### src/rtl/bin2bcd_seq.sv
// Iterative double-dabble binary-to-BCD converter with a start/busy/done handshake.
// Optional leading-zero blanking is enabled by defining BIN2BCD_BLANK_EN.
module bin2bcd_seq #(
   parameter int WIDTH  = 8,
   parameter int DIGITS = 3
) (
   input  logic                  clk_i,
   input  logic                  rst_i,
   input  logic                  start_i,
   input  logic [WIDTH-1:0]      bin_i,
   output logic                  busy_o,
   output logic                  done_o,
   output logic [4*DIGITS-1:0]   bcd_o,
   output logic                  overflow_o,
   output logic [DIGITS-1:0]     blank_o
);

   // state | meaning
   // IDLE  | waiting for start_i, last result held on outputs
   // SHIFT | one input bit shifted into the BCD scratch per clock

   localparam int BW = 4 * DIGITS;
   localparam int CW = $clog2(WIDTH + 1);

   function automatic int max_val();
      int v;
      v = 1;
      for (int i = 0; i < DIGITS; i++) v = v * 10;
      return v - 1;
   endfunction

   localparam logic [31:0] MAXV = 32'(max_val());

   typedef enum logic {IDLE, SHIFT} state_t;

   state_t          state;
   logic [WIDTH-1:0] sr;
   logic [BW-1:0]   scratch;
   logic [BW-1:0]   adj;
   logic [BW-1:0]   nxt;
   logic [BW-1:0]   load_val;
   logic [CW-1:0]   cnt;
   logic            cap_ovf;

   always_comb begin
      adj = scratch;
      for (int d = 0; d < DIGITS; d++) begin
         if (scratch[4*d +: 4] >= 4'd5) adj[4*d +: 4] = scratch[4*d +: 4] + 4'd3;
      end
      nxt      = {adj[BW-2:0], sr[WIDTH-1]};
      load_val = cap_ovf ? {DIGITS{4'h9}} : nxt;
   end

`ifdef BIN2BCD_BLANK_EN
   // Bit k set when digit k and every higher digit are zero; units never blanked.
   function automatic logic [DIGITS-1:0] blank_of(input logic [BW-1:0] v);
      logic [DIGITS-1:0] b;
      logic              zero_above;
      b          = '0;
      zero_above = 1'b1;
      for (int k = DIGITS - 1; k >= 0; k--) begin
         zero_above = zero_above & (v[4*k +: 4] == 4'd0);
         b[k]       = zero_above;
      end
      b[0] = 1'b0;
      return b;
   endfunction
`else
   assign blank_o = '0;
`endif

   always_ff @(posedge clk_i) begin
      if (rst_i) begin
         state      <= IDLE;
         sr         <= '0;
         scratch    <= '0;
         cnt        <= '0;
         cap_ovf    <= 1'b0;
         busy_o     <= 1'b0;
         done_o     <= 1'b0;
         bcd_o      <= '0;
         overflow_o <= 1'b0;
`ifdef BIN2BCD_BLANK_EN
         blank_o    <= blank_of('0);
`endif
      end else begin
         done_o <= 1'b0;
         case (state)
            IDLE: begin
               if (start_i) begin
                  sr      <= bin_i;
                  scratch <= '0;
                  cnt     <= CW'(WIDTH);
                  cap_ovf <= (32'(bin_i) > MAXV);
                  busy_o  <= 1'b1;
                  state   <= SHIFT;
               end
            end
            SHIFT: begin
               scratch <= nxt;
               sr      <= sr << 1;
               cnt     <= cnt - CW'(1);
               if (cnt == CW'(1)) begin
                  state      <= IDLE;
                  busy_o     <= 1'b0;
                  done_o     <= 1'b1;
                  bcd_o      <= load_val;
                  overflow_o <= cap_ovf;
`ifdef BIN2BCD_BLANK_EN
                  blank_o    <= blank_of(load_val);
`endif
               end
            end
            default: state <= IDLE;
         endcase
      end
   end

endmodule

### config.mk
export PLATFORM = sky130hd
export DESIGN_NAME = bin2bcd_seq
export DESIGN_NICKNAME = d
export VERILOG_FILES = /design/src/rtl/bin2bcd_seq.sv
export SDC_FILE = /design/constraint.sdc
export NUM_CORES = 1
export LEC_CHECK = 0
export ABC_AREA = 1
export CAP_MARGIN = 30
export CORE_ASPECT_RATIO = 0.6
export CORE_MARGIN = 8
export CORE_UTILIZATION = 28
export CTS_CLUSTER_DIAMETER = 50
export CTS_CLUSTER_SIZE = 16
export DETAILED_ROUTE_END_ITERATION = 8
export PLACE_DENSITY_LB_ADDON = 0.3
export SETUP_SLACK_MARGIN = 0.4
export SLEW_MARGIN = 0
export SYNTH_ARGS = -nofsm -noshare
export SYNTH_HDL_FRONTEND = slang
export SYNTH_SLANG_ARGS = --single-unit
### constraint.sdc
create_clock -name clk_i -period 2.33 [get_ports clk_i]
set_clock_uncertainty 0.2 [all_clocks]
set_input_delay 0.466 -clock clk_i [delete_from_list [all_inputs] [get_ports clk_i]]
set_output_delay 0.466 -clock clk_i [all_outputs]
set_load 0.01 [all_outputs]
## Word-level counts from Yosys, hierarchy flattened

Cells that the tools add are included.

| word-level totals | value |
|---|---|
| bits in registers | 39 |
| input port bits | 11 |
| output and inout port bits | 18 |
| word-level logic and storage cells | 37 |

| cells by class | value |
|---|---|
| add/subtract/negate cells | 4 |
| $lt $le $gt $ge | 3 |
| equal/unequal tests | 3 |
| multiplexer cells | 16 |
| bitwise gates (word level) | 1 |
| reductions and logical operators | 3 |

Operator list:

| cell | count |
|---|---|
| $pmux W12 S2 | 1 |
| $pmux W8 S2 | 1 |
| $ge A4 B3 Y1 const B | 3 |
| $mux W12 | 1 |
| $mux W4 | 3 |
| $add A4 B2 Y4 const B | 2 |
| $mux W8 | 1 |
| $pmux W4 S2 | 1 |
| $mux W1 | 5 |
| $eq A4 B1 Y1 const B | 1 |
| $pmux W1 S2 | 2 |
| $reduce_and A2 Y1 | 2 |
| $sub A4 B1 Y4 const B | 1 |
| $add A3 B2 Y3 const B | 1 |
| $mux W3 | 1 |
| $ne A2 B1 Y1 const B | 1 |
| $ne A2 B2 Y1 const B | 1 |
| $reduce_or A2 Y1 | 1 |
| $not A1 Y1 | 1 |

## Logic depth before layout (Yosys ltp)

Gate-level depths: netlist of run 1.

| logic depth | value |
|---|---|
| depth in word-level cells | 3 |
| depth in mapped cells | 8 |
| gate-level depth less buffers | 8 |

## Worst setup path before layout of run 1

OpenSTA, ideal clock, no wires.

| timing | value |
|---|---|
| kind | register to register |
| start | register scratch[0] |
| end | register scratch[2] |
| arrival time | 1,077 ps |
| slack | 920 ps |
| cell stages (with the launch flop) | 9 |
| cells stage by stage | dfxtp_1 -> inv_1 -> ha_1 -> inv_1 -> nand2_1 -> nand3_1 -> nand2_1 -> nand3_1 -> a21oi_1 |

| on the way | value |
|---|---|
| word-level cells in the longest chain between the ends | 3 |
| elaborated cells on any way between the ends | 4 |

Ends and longest elaborated chain:

| element | line | source |
|---|---|---|
| from (decl) | 38 | `logic [BW-1:0] scratch;` |
| from (signal assigned) | 100 | `scratch <= nxt;` |
| $add A4 B2 Y4 or $ge A4 B3 Y1 (tied branches) | 48 | `if (scratch[4*d +: 4] >= 4'd5) adj[4*d +: 4] = scratch[4*d +: 4] + 4'd3;` |
| $mux W4 (*) | 48 |  |
| $pmux W12 S2 (*) | 88 | `case (state)` |

Mark *: on every way between the ends. The rest lies on a longest branch, timed or not.
A chain may end at the register's enable or synchronous reset.

## Final worst setup path of run 1

| timing | value |
|---|---|
| start | register bcd_o[8] |
| end | output bcd_o[8] |

RTL lines:

| element | line | source |
|---|---|---|
| from (decl) | 13 | `output logic [4*DIGITS-1:0] bcd_o,` |
| from (signal assigned) | 107 | `bcd_o <= load_val;` |

No word-level cell between the ends.

==> out/results.md, run 1 <==
• critical path's top delay family: buffers and inverters
• total CTS buffers: 5
• initial antenna violation count: 0
• CP Capture Type: output pin
• grt met1 use: 13.5%
• clock latency of the later-clocked register in the worst-skew pair: 0.29 ns
• DR pass1 iterations: 4
• clock network power share: 36.1%
• status: completed
• multi-input gate area in the final layout: 868 um2
• grt peak-use layer: met1
• H-tree Lvls: 2
• Cell Chain, Critical Path: clkdlybuf4s50_1
• area of the die: 9500 um2
• Post-Route WL: 4.27 mm
• clock slew at reported path FFs: 0.08 ns
• startpoint kind of the worst setup timing path: flip-flop
• cell-internal power: 0.000967 W
• Detailed Route Iter0 Violations: 73
• Critical Setup Path Class: flip-flop to output pin
• GRT Util Overall: 9.41%
• switching share of power: 24.7%
• unrepaired setup endpoints after global routing: no
• FFs w/ async S/R, synth: 0%
• ranking of synthesized cells by instance count: sky130_fd_sc_hd__nand2_1, sky130_fd_sc_hd__dfxtp_1, sky130_fd_sc_hd__inv_1, sky130_fd_sc_hd__nand3_1, sky130_fd_sc_hd__a21oi_1
• vias in the first global route: 1524
• P per Cell Area: 570 nW/um2
• post-detailed-route via-to-cell ratio: 4.38
• Clock Tree Buf Depth: 2
• Residual DRC: 0
• worst rel slew slack: 62.7%
• post-layout utilization of the core: 34.6%
• Crit Path Max Fanout: 2
• Seq/Total Area, Yosys: 42.5%
• top flip-flop cell by instance count after synthesis: sky130_fd_sc_hd__dfxtp_1
• site row count: 23
• library cell with the highest instance count after synthesis: sky130_fd_sc_hd__nand2_1
• Arr. time, crit path: 1.22 ns
• top post-synthesis cells by area: sky130_fd_sc_hd__dfxtp_1, sky130_fd_sc_hd__nand2_1, sky130_fd_sc_hd__nand3_1
• cell at the slowest stage of the critical path: sky130_fd_sc_hd__clkdlybuf4s50_1
• final critical-path required period: 1.88 ns
• switching power total: 0.000316 W
• count of maximum capacitance violations: 0
• first-pass GRT wire length: 7.26 mm
• number of buffers added on ports: 24
• fin. max-slew vios: 0
• number of gates resized after CTS: 0
• placeable core region: 6500 um2
• HP Class: flip-flop to flip-flop
• root buf cell: sky130_fd_sc_hd__clkbuf_8
• total number of vias: 1624
• Synth cell types: 23
• Die Y: 78.8 um
• number of hold violations in the final report: 0
• number of synthesized register bits: 39
• IO Count: 29
• met2 track utilization from global routing: 12.7%
• chip width: 121 um
• gr ovfl total: 0
• Cells after Synth: 257
• quantity of hold-fixing buffers added after cts: 0
• fraction of final layout cells with drive strength greater than 1: 7.75%
• routed len/inst: 11.5 um
• Synth Cell Area: 1840 um2
• initial cell density of the core: 28.3%
• required time at the worst-slack endpoint: 1.66 ns
• global-route met3 utilization: 3.26%
• Crit path buffers/inverters: 1
• area growth from synthesis to layout: 22.5%
• Clock Sink Count: 39
• post-synthesis cell type with the largest combined area: sky130_fd_sc_hd__dfxtp_1
• post-route clock period utilization: 80.7%
• fillers: 724
• post-CTS setup-driven buffer insertion count: 0
• Net count, final: 303
• number of failing setup endpoints in the final timing report: 0
• sequential standard cell area: 781 um2
• part of the power in registers: 54.4%
• number of synthesized flops with an enable pin: 0
• post-layout power: 0.00128 W
• average instance area after synthesis: 7.15 um2
• placer's final routability congestion estimate: 0.796
• Slew @ Worst Pin: 0.559 ns
• TritonCTS clock tree: built
• # diodes: 0
• Final WS setup: 0.449 ns
• setup TNS after final layout: 0 ns
• share of total power in combinational logic: 9.5%
• Antenna Violating Nets Remaining: 0
• peak clock frequency supported by timing: 0.532 GHz
• standby leakage power: 0.953 nW
• count of yosys warnings during synthesis: 0
• largest stage delay on the critical path: 0.56 ns
• worst slack at placement: 0.255 ns
• total half-perimeter wirelength after legalization and detailed placement: 3.21 mm
• largest net degree at the start of global routing: 22
• maximum VDD drop: 0.179 mV
• top cell type's share of synthesized area: 42.5%
[power groups by stage]
stage | registers (W) | clock network (W) | logic (W)
4_1_cts | 0.000698 | 0.000476 | 0.000123
2_1_floorplan | 0.000710 | 0 | 0.0000863
3_5_place_dp | 0.000714 | 0 | 0.000123
6_report | 0.000699 | 0.000463 | 0.000121
3_3_place_gp | 0.000714 | 0 | 0.000122
5_1_grt | 0.000701 | 0.000502 | 0.000138
[flip-flops by register name (all words and copies together) (netlist names)]
signal and count:
bcd_o 12, scratch 12, sr 8, cnt 4, busy_o 1, done_o 1
state 1
[final cells by class]
| cell class | count | share of cell area, % |
|---|---|---|
| Clock buffer | 6 | 3.67 |
| Clock inverter | 1 | 0.222 |
| Multi-Input combinational cell | 176 | 38.6 |
| Tap cell | 87 | 4.84 |
| Timing Repair Buffer | 30 | 12.7 |
| Sequential cell | 39 | 34.7 |
| Inverter | 32 | 5.34 |
[metal layers]
metal | up-vias | part of all wire [%] | routed length (um)
met5 | - | 0 | 0
met4 | 0 | 1.1 | 46
met3 | 8 | 5.8 | 247
met2 | 25 | 39 | 1660
met1 | 723 | 54 | 2310
li1 | 868 | - | -
[kinds of logic (layout without fill, tap and decap cells)]
logic type / Yosys count / count (layout) / synth area share (%)
buffers and inverters: 45 / 69 / 10.9
adders and majority gates: 8 / 8 / 5.45
other: 1 / 4 / 0.204
muxes: 1 / 1 / 0.545
AOI/OAI and AO/OA: 40 / 40 / 11.4
DFF: 39 / 39 / 42.5
and+or+nand+nor: 123 / 123 / 29.1
[placed cells by master (no fill, tap or decap)]
cell,synthesis,final
sky130_fd_sc_hd__a21oi_1,19,19
sky130_fd_sc_hd__a22oi_1,2,2
sky130_fd_sc_hd__a31oi_1,1,1
sky130_fd_sc_hd__buf_4,7,6
sky130_fd_sc_hd__clkbuf_8,0,6
sky130_fd_sc_hd__clkdlybuf4s50_1,0,24
sky130_fd_sc_hd__clkinv_2,0,1
sky130_fd_sc_hd__conb_1,1,4
sky130_fd_sc_hd__dfxtp_1,39,39
sky130_fd_sc_hd__ha_1,8,8
sky130_fd_sc_hd__inv_1,29,29
sky130_fd_sc_hd__inv_2,3,3
sky130_fd_sc_hd__mux2i_1,1,1
sky130_fd_sc_hd__nand2_1,80,80
sky130_fd_sc_hd__nand2_2,2,2
sky130_fd_sc_hd__nand3_1,26,26
sky130_fd_sc_hd__nand4_1,6,6
sky130_fd_sc_hd__nor2_1,5,5
sky130_fd_sc_hd__nor2_2,2,2
sky130_fd_sc_hd__nor3_4,1,1
sky130_fd_sc_hd__o211ai_1,1,1
sky130_fd_sc_hd__o21ai_0,9,9
sky130_fd_sc_hd__o21ai_1,8,8
sky130_fd_sc_hd__or2_2,1,1
[path summary, 6_finish.rpt]
path | start | to | slack, ns | cells after the start
min reg2reg | sr[7]$_SDFFE_PP0P_ | scratch[0]$_SDFFE_PP0P_ | 0.26 | 2
max | bcd_o[8]$_SDFFE_PP0P_ | bcd_o[8] | 0.45 | 1
min | sr[7]$_SDFFE_PP0P_ | scratch[0]$_SDFFE_PP0P_ | 0.26 | 2
max reg2reg | scratch[4]$_SDFFE_PP0P_ | scratch[6]$_SDFFE_PP0P_ | 0.68 | 8
[through the flow]
step                instance area [um2]  hold WS, ns  cells
finish                             2250        0.256    371
global route                       2250        0.270    371
CTS                                2250        0.260    371
detailed placement                 2160        0.248    364
global placement                   2160        0.246    364
floorplan                          1850        0.236    260
(Power assumes the default switching activity.)
==> run 2: changes to the inputs <==
clock period = 2 ns   (was 2.33 ns; I/O delays follow)
==> out/results.md, run 2 (synthesis gave the netlist of run 1 again) <==
• critical path's top delay family: flip-flops
• Top Registers: bcd_o (12), scratch (12), sr (8)
• largest net degree at the start of global routing: 23
• HP Class: flip-flop to flip-flop
• clock network power share: 35.6%
• root buf cell: sky130_fd_sc_hd__clkbuf_8
• required time at the worst-slack endpoint: 1.40 ns
• site row count: 23
• cell at the slowest stage of the critical path: sky130_fd_sc_hd__dfxtp_1
• Critical Setup Path Class: flip-flop to output pin
• Clock Tree Buf Depth: 2
• Final WS setup: 0.462 ns
• clock latency of the later-clocked register in the worst-skew pair: 0.30 ns
• post-layout power: 0.00150 W
• initial antenna violation count: 0
• Residual DRC: 0
• R2R setup slack: 0.51 ns
• length in cells of the worst reg-to-reg path: 8
• clock slew at reported path FFs: 0.08 ns
• Layout Cells excl Fill: 376
• capturing instance or port of the critical path: bcd_o[0]
• Die Y: 78.8 um
• worst slack at placement: 0.122 ns
• vias in the first global route: 1565
• Clock Sink Count: 39
• total half-perimeter wirelength after legalization and detailed placement: 3.24 mm
• fraction of final layout cells with drive strength greater than 1: 13.5%
• Post-Route WL: 4.42 mm
• H-tree Lvls: 2
• peak clock frequency supported by timing: 0.650 GHz
• routed len/inst: 11.8 um
• total instance count after detailed placement: 367
• area of the die: 9500 um2
• cell-internal power: 0.00110 W
• most frequent cells in the layout: sky130_fd_sc_hd__nand2_1, sky130_fd_sc_hd__dfxtp_1, sky130_fd_sc_hd__inv_1
• fin. max-slew vios: 0
• # diodes: 0
• setup TNS after final layout: 0 ns
• number of failing setup endpoints in the final timing report: 0
• total CTS buffers: 5
• Cell Chain, Critical Path: dlygate4sd2_1
• Detailed Route Iter0 Violations: 70
• placed cell areas: 2190 um2
• area growth from synthesis to layout: 26.4%
• Crit Path Max Fanout: 2
• maximum VDD drop: 0.232 mV
• logic depth of the worst setup path including buffers: 1
• number of hold violations in the final report: 0
• P per Cell Area: 646 nW/um2
• final critical-path required period: 1.54 ns
• GRT Util Overall: 9.88%
• gr ovfl total: 0
• part of the power in registers: 54.3%
• IO Count: 29
• most common cell after layout, fill and taps aside: sky130_fd_sc_hd__nand2_1
• first-pass GRT wire length: 7.56 mm
• standby leakage power: 1.07 nW
• initial cell density of the core: 28.3%
• count of maximum capacitance violations: 0
• Crit path buffers/inverters: 1
• chip width: 121 um
• RR Endpoint: scratch[6]$_SDFFE_PP0P_
• TritonCTS clock tree: built
• CP Capture Type: output pin
• DR pass1 iterations: 4
• fillers: 739
• startpoint kind of the worst setup timing path: flip-flop
• placeable core region: 6500 um2
• share of total power in combinational logic: 10.0%
• reg2reg start: scratch[4]$_SDFFE_PP0P_
• Antenna Violating Nets Remaining: 0
• status: completed
• post-route clock period utilization: 76.9%
• total number of vias: 1629
• Arr. time, crit path: 0.94 ns
• largest stage delay on the critical path: 0.36 ns
• start point of the critical path: bcd_o[0]$_SDFFE_PP0P_
• placer's final routability congestion estimate: 0.769
• switching share of power: 26.5%
• post-route cell area: 2320 um2
• unrepaired setup endpoints after global routing: no
• switching power total: 0.000398 W
• post-detailed-route via-to-cell ratio: 4.33
• number of buffers added on ports: 24
• Net count, final: 307
run 2: worst min-delay path by stage:
stage,start,to,slack [ns],cells after the start
6_report,bcd_o[7]$_SDFFE_PP0P_,bcd_o[7]$_SDFFE_PP0P_,0.25,2
5_1_grt,bcd_o[2]$_SDFFE_PP0P_,bcd_o[2]$_SDFFE_PP0P_,0.27,2
4_1_cts,bcd_o[7]$_SDFFE_PP0P_,bcd_o[7]$_SDFFE_PP0P_,0.26,2
3_5_place_dp,bcd_o[11]$_SDFFE_PP0P_,bcd_o[11]$_SDFFE_PP0P_,0.24,2
3_3_place_gp,bcd_o[4]$_SDFFE_PP0P_,bcd_o[4]$_SDFFE_PP0P_,0.24,2
2_1_floorplan,sr[7]$_SDFFE_PP0P_,scratch[0]$_SDFFE_PP0P_,0.24,2
run 2: per-layer routing:
layer / share of wire [%] / GRT usage, % / vias to the layer above
met2: 39 / 13.3 / 20
met1: 54 / 13.9 / 726
met3: 5.3 / 3.61 / 8
li1: - / - / 875
met5: 0 / 0 / -
met4: 1.4 / 3.72 / 0
run 2: final cells by class:
| type | count | area, um2 | share of cell area (%) |
|---|---|---|---|
| Sequential cell | 39 | 788 | 33.9 |
| Clock inverter | 3 | 20.0 | 0.862 |
| Clock buffer | 5 | 68.8 | 2.96 |
| Inverter | 32 | 120 | 5.17 |
| Tap cell | 87 | 109 | 4.68 |
| Multi-Input combinational cell | 176 | 913 | 39.3 |
| Timing Repair Buffer | 34 | 304 | 13.1 |
run 2: tightest hold or removal path, cell delays in order (launching register included):
cell and delay [ns]:
sky130_fd_sc_hd__dfxtp_1 0.31, sky130_fd_sc_hd__nand2_1 0.06, sky130_fd_sc_hd__nand2_1 0.05
run 2: what timing repair did:
| item | 4_1_cts | 5_1_grt |
|---|---|---|
| buffers inserted | 0 | 1 |
| pin swaps | 0 | 2 |
| setup endpoints to repair | 16 | 24 |
| hold buffers | 0 | 0 |
| resized for setup | 15 | 19 |
run 2: stage by stage:
stage | util, % | hold slack (ns)
global placement | 33.6 | 0.243
detailed placement | 33.6 | 0.243
CTS | 34.7 | 0.257
floorplan | - | 0.236
finish | 35.7 | 0.252
global route | 35.7 | 0.271
run 2: power by group through the flow:
| stage | registers (W) | clock network [W] | logic (W) |
|---|---|---|---|
| after global placement | 0.000832 | 0 | 0.000148 |
| after floorplan | 0.000827 | 0 | 0.000101 |
| after global routing | 0.000819 | 0.000599 | 0.000173 |
| after CTS | 0.000814 | 0.000556 | 0.000147 |
| after detailed placement | 0.000832 | 0 | 0.000148 |
| final | 0.000815 | 0.000535 | 0.000150 |
==> run 3: changes to the inputs <==
clock period = 1.4 ns   (was 2 ns; I/O delays follow)
==> out/results.md, run 3 (synthesis gave the netlist of run 1 again) <==
• status: finished, violations left
• violated checks: setup timing
• vias in the first global route: 1676
• clock latency of the later-clocked register in the worst-skew pair: 0.30 ns
• root buf cell: sky130_fd_sc_hd__clkbuf_8
• multi-input gate area in the final layout: 1160 um2
• IO Count: 29
• number of buffers added on ports: 24
• post-detailed-route via-to-cell ratio: 4.56
• maximum VDD drop: 0.382 mV
• standby leakage power: 1.35 nW
• P per Cell Area: 851 nW/um2
• grt met1 use: 15.3%
• global-route met3 utilization: 2.97%
• # diodes: 0
• routed len/inst: 13.0 um
• total CTS buffers: 5
• Cell Chain, Critical Path: inv_2 > ha_4 > nand2_4 > nor3_4 > buf_6 > nor2_4 > buf_6 > nand2_1 > o21ai_2
• total half-perimeter wirelength after legalization and detailed placement: 3.39 mm
• CP dominant cell by count: sky130_fd_sc_hd__buf_6
• DR pass1 iterations: 4
• initial antenna violation count: 0
• Detailed Route Iter0 Violations: 82
• count of maximum capacitance violations: 0
• peak clock frequency supported by timing: 0.679 GHz
• quantity of hold-fixing buffers added after cts: 0
• Arr. time, crit path: 1.47 ns
• TritonCTS clock tree: built
• post-route cell area: 2900 um2
• cell at the slowest stage of the critical path: sky130_fd_sc_hd__dfxtp_2
• unrepaired setup endpoints after global routing: yes
• number of failing setup endpoints in the final timing report: 14
• grt peak-use layer: met2
• Post-Route WL: 5.20 mm
• Residual DRC: 0
• fillers: 658
• area growth from synthesis to layout: 57.8%
• most common cell after layout, fill and taps aside: sky130_fd_sc_hd__nand2_1
• placeable core region: 6500 um2
• gr ovfl total: 0
• CP Capture Type: flip-flop
• sequential standard cell area: 818 um2
• startpoint kind of the worst setup timing path: flip-flop
• post-layout utilization of the core: 44.6%
• placer's final routability congestion estimate: 0.805
• clock slew at reported path FFs: 0.08 ns
• final critical-path required period: 1.47 ns
• Crit Path Max Fanout: 6
• first-pass GRT wire length: 8.42 mm
• R2R setup slack: -0.07 ns
• area of the die: 9500 um2
• largest net degree at the start of global routing: 17
• reg2reg start: cnt[1]$_SDFFE_PP0P_
• fin. max-slew vios: 0
• Top Registers: bcd_o (12), scratch (12), sr (8)
• critical path's top delay family: buffers and inverters
• met2 track utilization from global routing: 16.4%
• capturing instance or port of the critical path: bcd_o[2]$_SDFFE_PP0P_
• setup TNS after final layout: -0.668 ns
• logic depth of the worst setup path including buffers: 9
• length in cells of the worst reg-to-reg path: 9
• Net count, final: 330
• chip width: 121 um
• Critical Setup Path Class: flip-flop to flip-flop
• Die Y: 78.8 um
• Antenna Violating Nets Remaining: 0
• site row count: 23
• worst slack at placement: -0.361 ns
• HP Class: flip-flop to flip-flop
• post-route clock period utilization: 105%
• initial cell density of the core: 28.3%
• Final WS setup: -0.0733 ns
• Crit path buffers/inverters: 3
• Clock Sink Count: 39
• placed cell areas: 2350 um2
• Worst Hold Slack: 0.252 ns
• number of hold violations in the final report: 0
• RR Endpoint: bcd_o[2]$_SDFFE_PP0P_
• GRT Util Overall: 11.2%
• required time at the worst-slack endpoint: 1.39 ns
• Clock Tree Buf Depth: 2
• start point of the critical path: cnt[1]$_SDFFE_PP0P_
• most frequent cells in the layout: sky130_fd_sc_hd__nand2_1, sky130_fd_sc_hd__buf_6, sky130_fd_sc_hd__nand3_1, sky130_fd_sc_hd__buf_4, sky130_fd_sc_hd__dfxtp_2
• largest stage delay on the critical path: 0.33 ns
• fraction of final layout cells with drive strength greater than 1: 48.1%
• total number of vias: 1821
• H-tree Lvls: 2
[run 3: worst min-delay path by stage]
stage	from	slack [ns]	endpoint	cells past startpoint
after global placement	sr[7]$_SDFFE_PP0P_	0.24	scratch[0]$_SDFFE_PP0P_	2
after floorplan	sr[7]$_SDFFE_PP0P_	0.23	scratch[0]$_SDFFE_PP0P_	2
after detailed placement	bcd_o[8]$_SDFFE_PP0P_	0.24	bcd_o[8]$_SDFFE_PP0P_	2
after CTS	sr[7]$_SDFFE_PP0P_	0.26	scratch[0]$_SDFFE_PP0P_	2
final	sr[7]$_SDFFE_PP0P_	0.25	scratch[0]$_SDFFE_PP0P_	2
after global routing	sr[7]$_SDFFE_PP0P_	0.27	scratch[0]$_SDFFE_PP0P_	2
[run 3: layout make-up]
cell class	count	area share (%)
Inverter	32	5.00
Tap cell	87	3.75
Timing Repair Buffer	57	19.1
Clock inverter	2	1.21
Sequential cell	39	28.2
Multi-Input combinational cell	176	39.9
Clock buffer	6	2.85
[run 3: what timing repair did]
| action | CTS | global route |
|---|---|---|
| buffers inserted | 12 | 5 |
| hold endpoints to repair | 0 | 0 |
| pin swaps | 11 | 16 |
| cloned | 2 | 0 |
| resized for setup | 122 | 40 |
| setup endpoints to repair | 53 | 53 |
[run 3: metrics by stage]
stage	std cells	power (W)
2_1_floorplan	260	0.00134
3_3_place_gp	372	0.00142
3_5_place_dp	372	0.00142
4_1_cts	394	0.00247
5_1_grt	399	0.00257
6_report	399	0.00247
[run 3: report_power, final]
group          internal [W]  total (W)  switching (W)
clock network      0.000577    0.00100       0.000424
registers           0.00113    0.00116      0.0000264
logic              0.000141   0.000305       0.000164
total               0.00185    0.00247       0.000615
[run 3: worst min-delay path: cells and delay by family, from the launching register on]
kind	cells	cell delay [ns]
compound gates	1	0.05
flops	1	0.32
simple gates	1	0.05
[run 3: metal layers]
layer,up-vias,share of wire [%]
li1,925,-
met5,-,0
met1,858,50
met2,32,44
met3,6,4.2
met4,0,1.3
==> variant 1: new RTL, settings of run 2 <==
Add a define of `BIN2BCD_BLANK_EN`.
--- a/src/rtl/bin2bcd_seq.sv
+++ b/src/rtl/bin2bcd_seq.sv
@@ -1,5 +1,7 @@
 // Iterative double-dabble binary-to-BCD converter with a start/busy/done handshake.
 // Optional leading-zero blanking is enabled by defining BIN2BCD_BLANK_EN.
+`define BIN2BCD_BLANK_EN
+
 module bin2bcd_seq #(
    parameter int WIDTH  = 8,
    parameter int DIGITS = 3
Function: changed (a bounded check fails within 4 cycles, from zero or initial values and one cycle with rst_i high).
==> variant 1 against run 2 <==
First-iteration DRC count down 33%. Final area grew 12%. Sequential cell count increased by 2. Non-clock buffer count up 2. Setup slack gained 0.020 ns. Count of clock-buffer cells in the layout up 3. Clock power increased by 46%. Via count grew 11%. Routed wire length rose by 15%. Cell count increased by 6.1%. Synthesized area rose by 9.5%. Total power is 20% higher. Largest cell class unchanged.
==> variant 1: results (changes against run 2) <==
\begin{tabular}{lr}
\hline
Metric & Value \\
\hline
\multicolumn{2}{l}{\textbf{Run status}} \\
Status & finished, final reports clean \\
\multicolumn{2}{l}{\textbf{Route}} \\
Detailed-route wire length per cell & 12.7 um (+8.1\%) \\
Total via count after detailed routing & 1,813 (+11\%) \\
\multicolumn{2}{l}{\textbf{Cells and area}} \\
Fraction of final layout cells with drive strength greater than 1 & 20.1\% (+6.6 points) \\
Flip-flop and latch share of the layout cell area & 31.9\% (-2.0 points) \\
Data-path buffer share of cell area in the final layout & 12.6\% (-0.50 points) \\
Multi-input gate count & 185 (+5.1\%) \\
Relative area of clock buffers and inverters in the final design & 5.24\% (+1.4 points) \\
Post-layout nets & 326 (+6.2\%) \\
Number of fillers in the final layout & 734 (-0.68\%) \\
Layout inverter count without the clock tree & 38 (+19\%) \\
Number of clock buffers in the layout & 8 (+3) \\
Num sequential & 41 (+5.1\%) \\
Sequential Area & 832 um2 (+5.6\%) \\
Plain + repair buffers & 36 (+5.9\%) \\
\multicolumn{2}{l}{\textbf{Hold path}} \\
Hold wc startpoint & sr[7] \\
Hold endpoint & scratch[0] \\
\multicolumn{2}{l}{\textbf{Setup path}} \\
Critical path's largest stage delay & 0.46 ns (+0.10 ns) \\
Crit. Startpoint & state \\
Arrival time at the worst endpoint & 1.49 ns (+0.55 ns) \\
Critical path destination & sr[5] \\
Biggest fanout along the worst timing path & 10 (+8) \\
Endpoint of the worst register-to-register path & sr[5] \\
Slack of the worst reg-to-reg path & 0.48 ns (-0.03 ns) \\
\multicolumn{2}{l}{\textbf{Placed design}} \\
Detailed-placement wirelength estimate & 3.52 mm (+8.7\%) \\
Count of buffers inserted at the top-level ports & 26 (+8.3\%) \\
\multicolumn{2}{l}{\textbf{Yosys}} \\
Adder and majority gate portion of the synthesized area & 4.98\% (-0.47 points) \\
Fraction of the yosys area taken by sequential cells & 40.8\% (-1.7 points) \\
Number of instances in the synthesized netlist & 276 (+7.4\%) \\
Mux cell area share after synthesis & 0\% (-0.54 points) \\
Synth cell count leaders & nand2\_1, dfxtp\_1, nand3\_1, inv\_1, a21oi\_1 \\
\multicolumn{2}{l}{\textbf{STA}} \\
Hold Slack & 0.255 ns (+0.00275 ns) \\
\multicolumn{2}{l}{\textbf{Pwr}} \\
Maximum VDD drop & 0.000315 V (+36\%) \\
Fraction of power spent switching nets & 24.1\% (-2.4 points) \\
\multicolumn{2}{l}{\textbf{GRT}} \\
Met3 track demand over resource in global routing & 2.72\% (-0.89 points) \\
Maximum number of pins on one net before global-route repair & 22 (-4.3\%) \\
Met2 layer usage reported by global route & 16.8\% (+3.5 points) \\
Met1 track utilization from global routing & 13.2\% (-0.67 points) \\
Global-route wire length before repair & 8.58 mm (+14\%) \\
\hline
\end{tabular}
==> variant 1: cell types whose count changed after synthesis, sizes merged <==
cell and change:
mux2i -1, a31oi +1, o21ai +2, inv +5
a21oi +1, a22oi -2, o211ai +1, nand3 +14
nor2 +4, clkinv +1, o31ai +1, dfxtp +2
nand2 -10
==> variant 1: power groups by stage <==
stage	Clock, mW	Sequential (mW)	Combinational, mW
detailed placement	0	0.875	0.166
finish	0.781	0.856	0.170
global route	0.840	0.859	0.191
CTS	0.803	0.857	0.167
global placement	0	0.876	0.164
floorplan	0	0.872	0.107
==> variant 1: per-stage QoR <==
stage          setup WS, ns  utilization, %
6_report              0.482            36.6
5_1_grt               0.385            36.6
4_1_cts               0.408            35.3
3_5_place_dp          0.225            33.2
3_3_place_gp          0.223            33.2
2_1_floorplan         0.517               -
==> variant 1: metal layers <==
metal	part of all wire, %	vias to the layer above
li1	-	955
met3	3.2	8
met5	0	-
met1	51	830
met2	44	20
met4	1.4	0
==> variant 2: new RTL, flow settings as in run 2 <==
Made on the original files. Register the output `bcd_o` once more, with the module's reset; this adds one clock of latency there. The other outputs are not delayed to match.
--- a/src/rtl/bin2bcd_seq.sv
+++ b/src/rtl/bin2bcd_seq.sv
@@ -21,6 +21,8 @@
 
    localparam int BW = 4 * DIGITS;
    localparam int CW = $clog2(WIDTH + 1);
+
+   logic [4*DIGITS-1:0] bcd_s0;
 
    function automatic int max_val();
       int v;
@@ -78,7 +80,7 @@
          cap_ovf    <= 1'b0;
          busy_o     <= 1'b0;
          done_o     <= 1'b0;
-         bcd_o      <= '0;
+         bcd_s0     <= '0;
          overflow_o <= 1'b0;
 `ifdef BIN2BCD_BLANK_EN
          blank_o    <= blank_of('0);
@@ -104,7 +106,7 @@
                   state      <= IDLE;
                   busy_o     <= 1'b0;
                   done_o     <= 1'b1;
-                  bcd_o      <= load_val;
+                  bcd_s0     <= load_val;
                   overflow_o <= cap_ovf;
 `ifdef BIN2BCD_BLANK_EN
                   blank_o    <= blank_of(load_val);
@@ -116,5 +118,13 @@
       end
    end
 
+   always_ff @(posedge clk_i) begin
+      if (rst_i) begin
+         bcd_o <= '0;
+      end else begin
+         bcd_o <= bcd_s0;
+      end
+   end
+
 endmodule
 
Check against the original RTL: not equivalent (a bounded check fails within 10 cycles, from zero or initial values and one cycle with rst_i high).
==> variant 2 against run 2 <==
Combinational power increased by 3%. Final area increased by 14%. Setup slack improved by 0.035 ns. Synthesized area increased by 16%. Die area increased by 13%. Sequential cell count increased by 12. Synthesized cell count increased by 9.7%. Total power increased by 36%. Routed wire length increased by 6.4%. First-iteration DRC count increased by 90%.
==> variant 2: results (changes against run 2) <==
\begin{tabular}{lr}
\hline
Metric & Value \\
\hline
\multicolumn{2}{l}{\textbf{Placed design}} \\
Cell count after placement & 405 (+10\%) \\
Standard cell area after detailed placement & 2480 um2 (+14\%) \\
Detailed-placement wirelength estimate & 3.33 mm (+2.6\%) \\
\multicolumn{2}{l}{\textbf{GRT}} \\
Met1 track utilization from global routing & 12.1\% (-1.8 points) \\
Met2 layer usage reported by global route & 13.8\% (+0.53 points) \\
Global-route wire length before repair & 8.05 mm (+6.5\%) \\
Vias in the first global route & 1,743 (+11\%) \\
\multicolumn{2}{l}{\textbf{CTS}} \\
Cell at the root of the clock tree & clkbuf\_16 \\
\multicolumn{2}{l}{\textbf{Pwr}} \\
Sequential fraction of design power & 51.3\% (-3.0 points) \\
Power of the combinational group & 0.154 mW (+3\%) \\
Static Leakage & 1.18 nW (+9.8\%) \\
Maximum VDD drop & 0.000279 V (+20\%) \\
Fraction of power spent switching nets & 23.4\% (-3.1 points) \\
\multicolumn{2}{l}{\textbf{Route}} \\
Total wire length & 4.70 mm (+6.4\%) \\
Iteration-0 DRC count of the detailed router & 133 (+90\%) \\
Total via count after detailed routing & 1,812 (+11\%) \\
\multicolumn{2}{l}{\textbf{Setup path}} \\
Critical path's largest stage delay & 0.33 ns (-0.03 ns) \\
Arrival time at the worst endpoint & 0.90 ns (-0.04 ns) \\
\multicolumn{2}{l}{\textbf{Cells and area}} \\
Fraction of final layout cells with drive strength greater than 1 & 8.09\% (-5.4 points) \\
Registers with the highest flip-flop counts & bcd\_o (12), bcd\_s0 (12), scratch (12) \\
Post-layout nets & 327 (+6.5\%) \\
\multicolumn{2}{l}{\textbf{Run status}} \\
Status & finished, final reports clean \\
\multicolumn{2}{l}{\textbf{Floorplanning}} \\
Core footprint & 7330 um2 (+13\%) \\
\multicolumn{2}{l}{\textbf{Yosys}} \\
Number of instances in the synthesized netlist & 282 (+9.7\%) \\
Synth cell count leaders & nand2\_1, dfxtp\_1, inv\_1, nand3\_1, o21ai\_0 \\
Top cells by area in the synthesized netlist & dfxtp\_1, nand2\_1, nand3\_1 \\
\hline
\end{tabular}
variant 2: changes by cell type in the layout (fill, tap and decap cells not counted), sizes merged, moves of 2 or more:
cell / delta
buf: -2
inv: +9
o21ai: +2
nand3: +7
dfxtp: +12
clkinvlp: -2
nor2: +10
nand2: -20
mux2i: +2
a21oi: -3
variant 2: final cells by class:
type / count / area [um2]
Fill cell: 799 / 4690
Sequential cell: 51 / 1030
Multi-Input combinational cell: 177 / 891
Timing Repair Buffer: 32 / 283
Inverter: 41 / 156
Tap cell: 104 / 130
Clock buffer: 6 / 129
Clock inverter: 2 / 17.5
variant 2: final timing paths:
path / start / endpoint / slack [ns] / depth (start not counted)
setup / recovery: busy_o / busy_o / 0.50 / 1
hold reg to reg: bcd_s0[11] / bcd_o[11] / 0.22 / 2
setup reg to reg: scratch[0] / bcd_s0[1] / 0.52 / 8
hold / removal: bcd_s0[11] / bcd_o[11] / 0.22 / 2
variant 2: cells by family (layout without fill, tap and decap cells):
family | count (synthesis) | in the layout | synth area share [%]
compound gates | 40 | 40 | 9.94
fa+ha+maj | 8 | 8 | 4.70
simple gates | 122 | 122 | 24.5
flops | 51 | 51 | 48.0
buf+inv | 57 | 81 | 11.3
mux | 3 | 3 | 1.41
other cells | 1 | 4 | 0.176
variant 2: metal layers:
metal	wire length (um)	up-vias
met1	2470	840
met5	0	-
met2	2040	21
li1	-	946
met3	149	5
met4	44	0
variant 2: repair_timing:
action	4_1_cts	5_1_grt
pin swaps	0	0
gates resized for setup	15	9
endpoints found under the setup margin	17	19
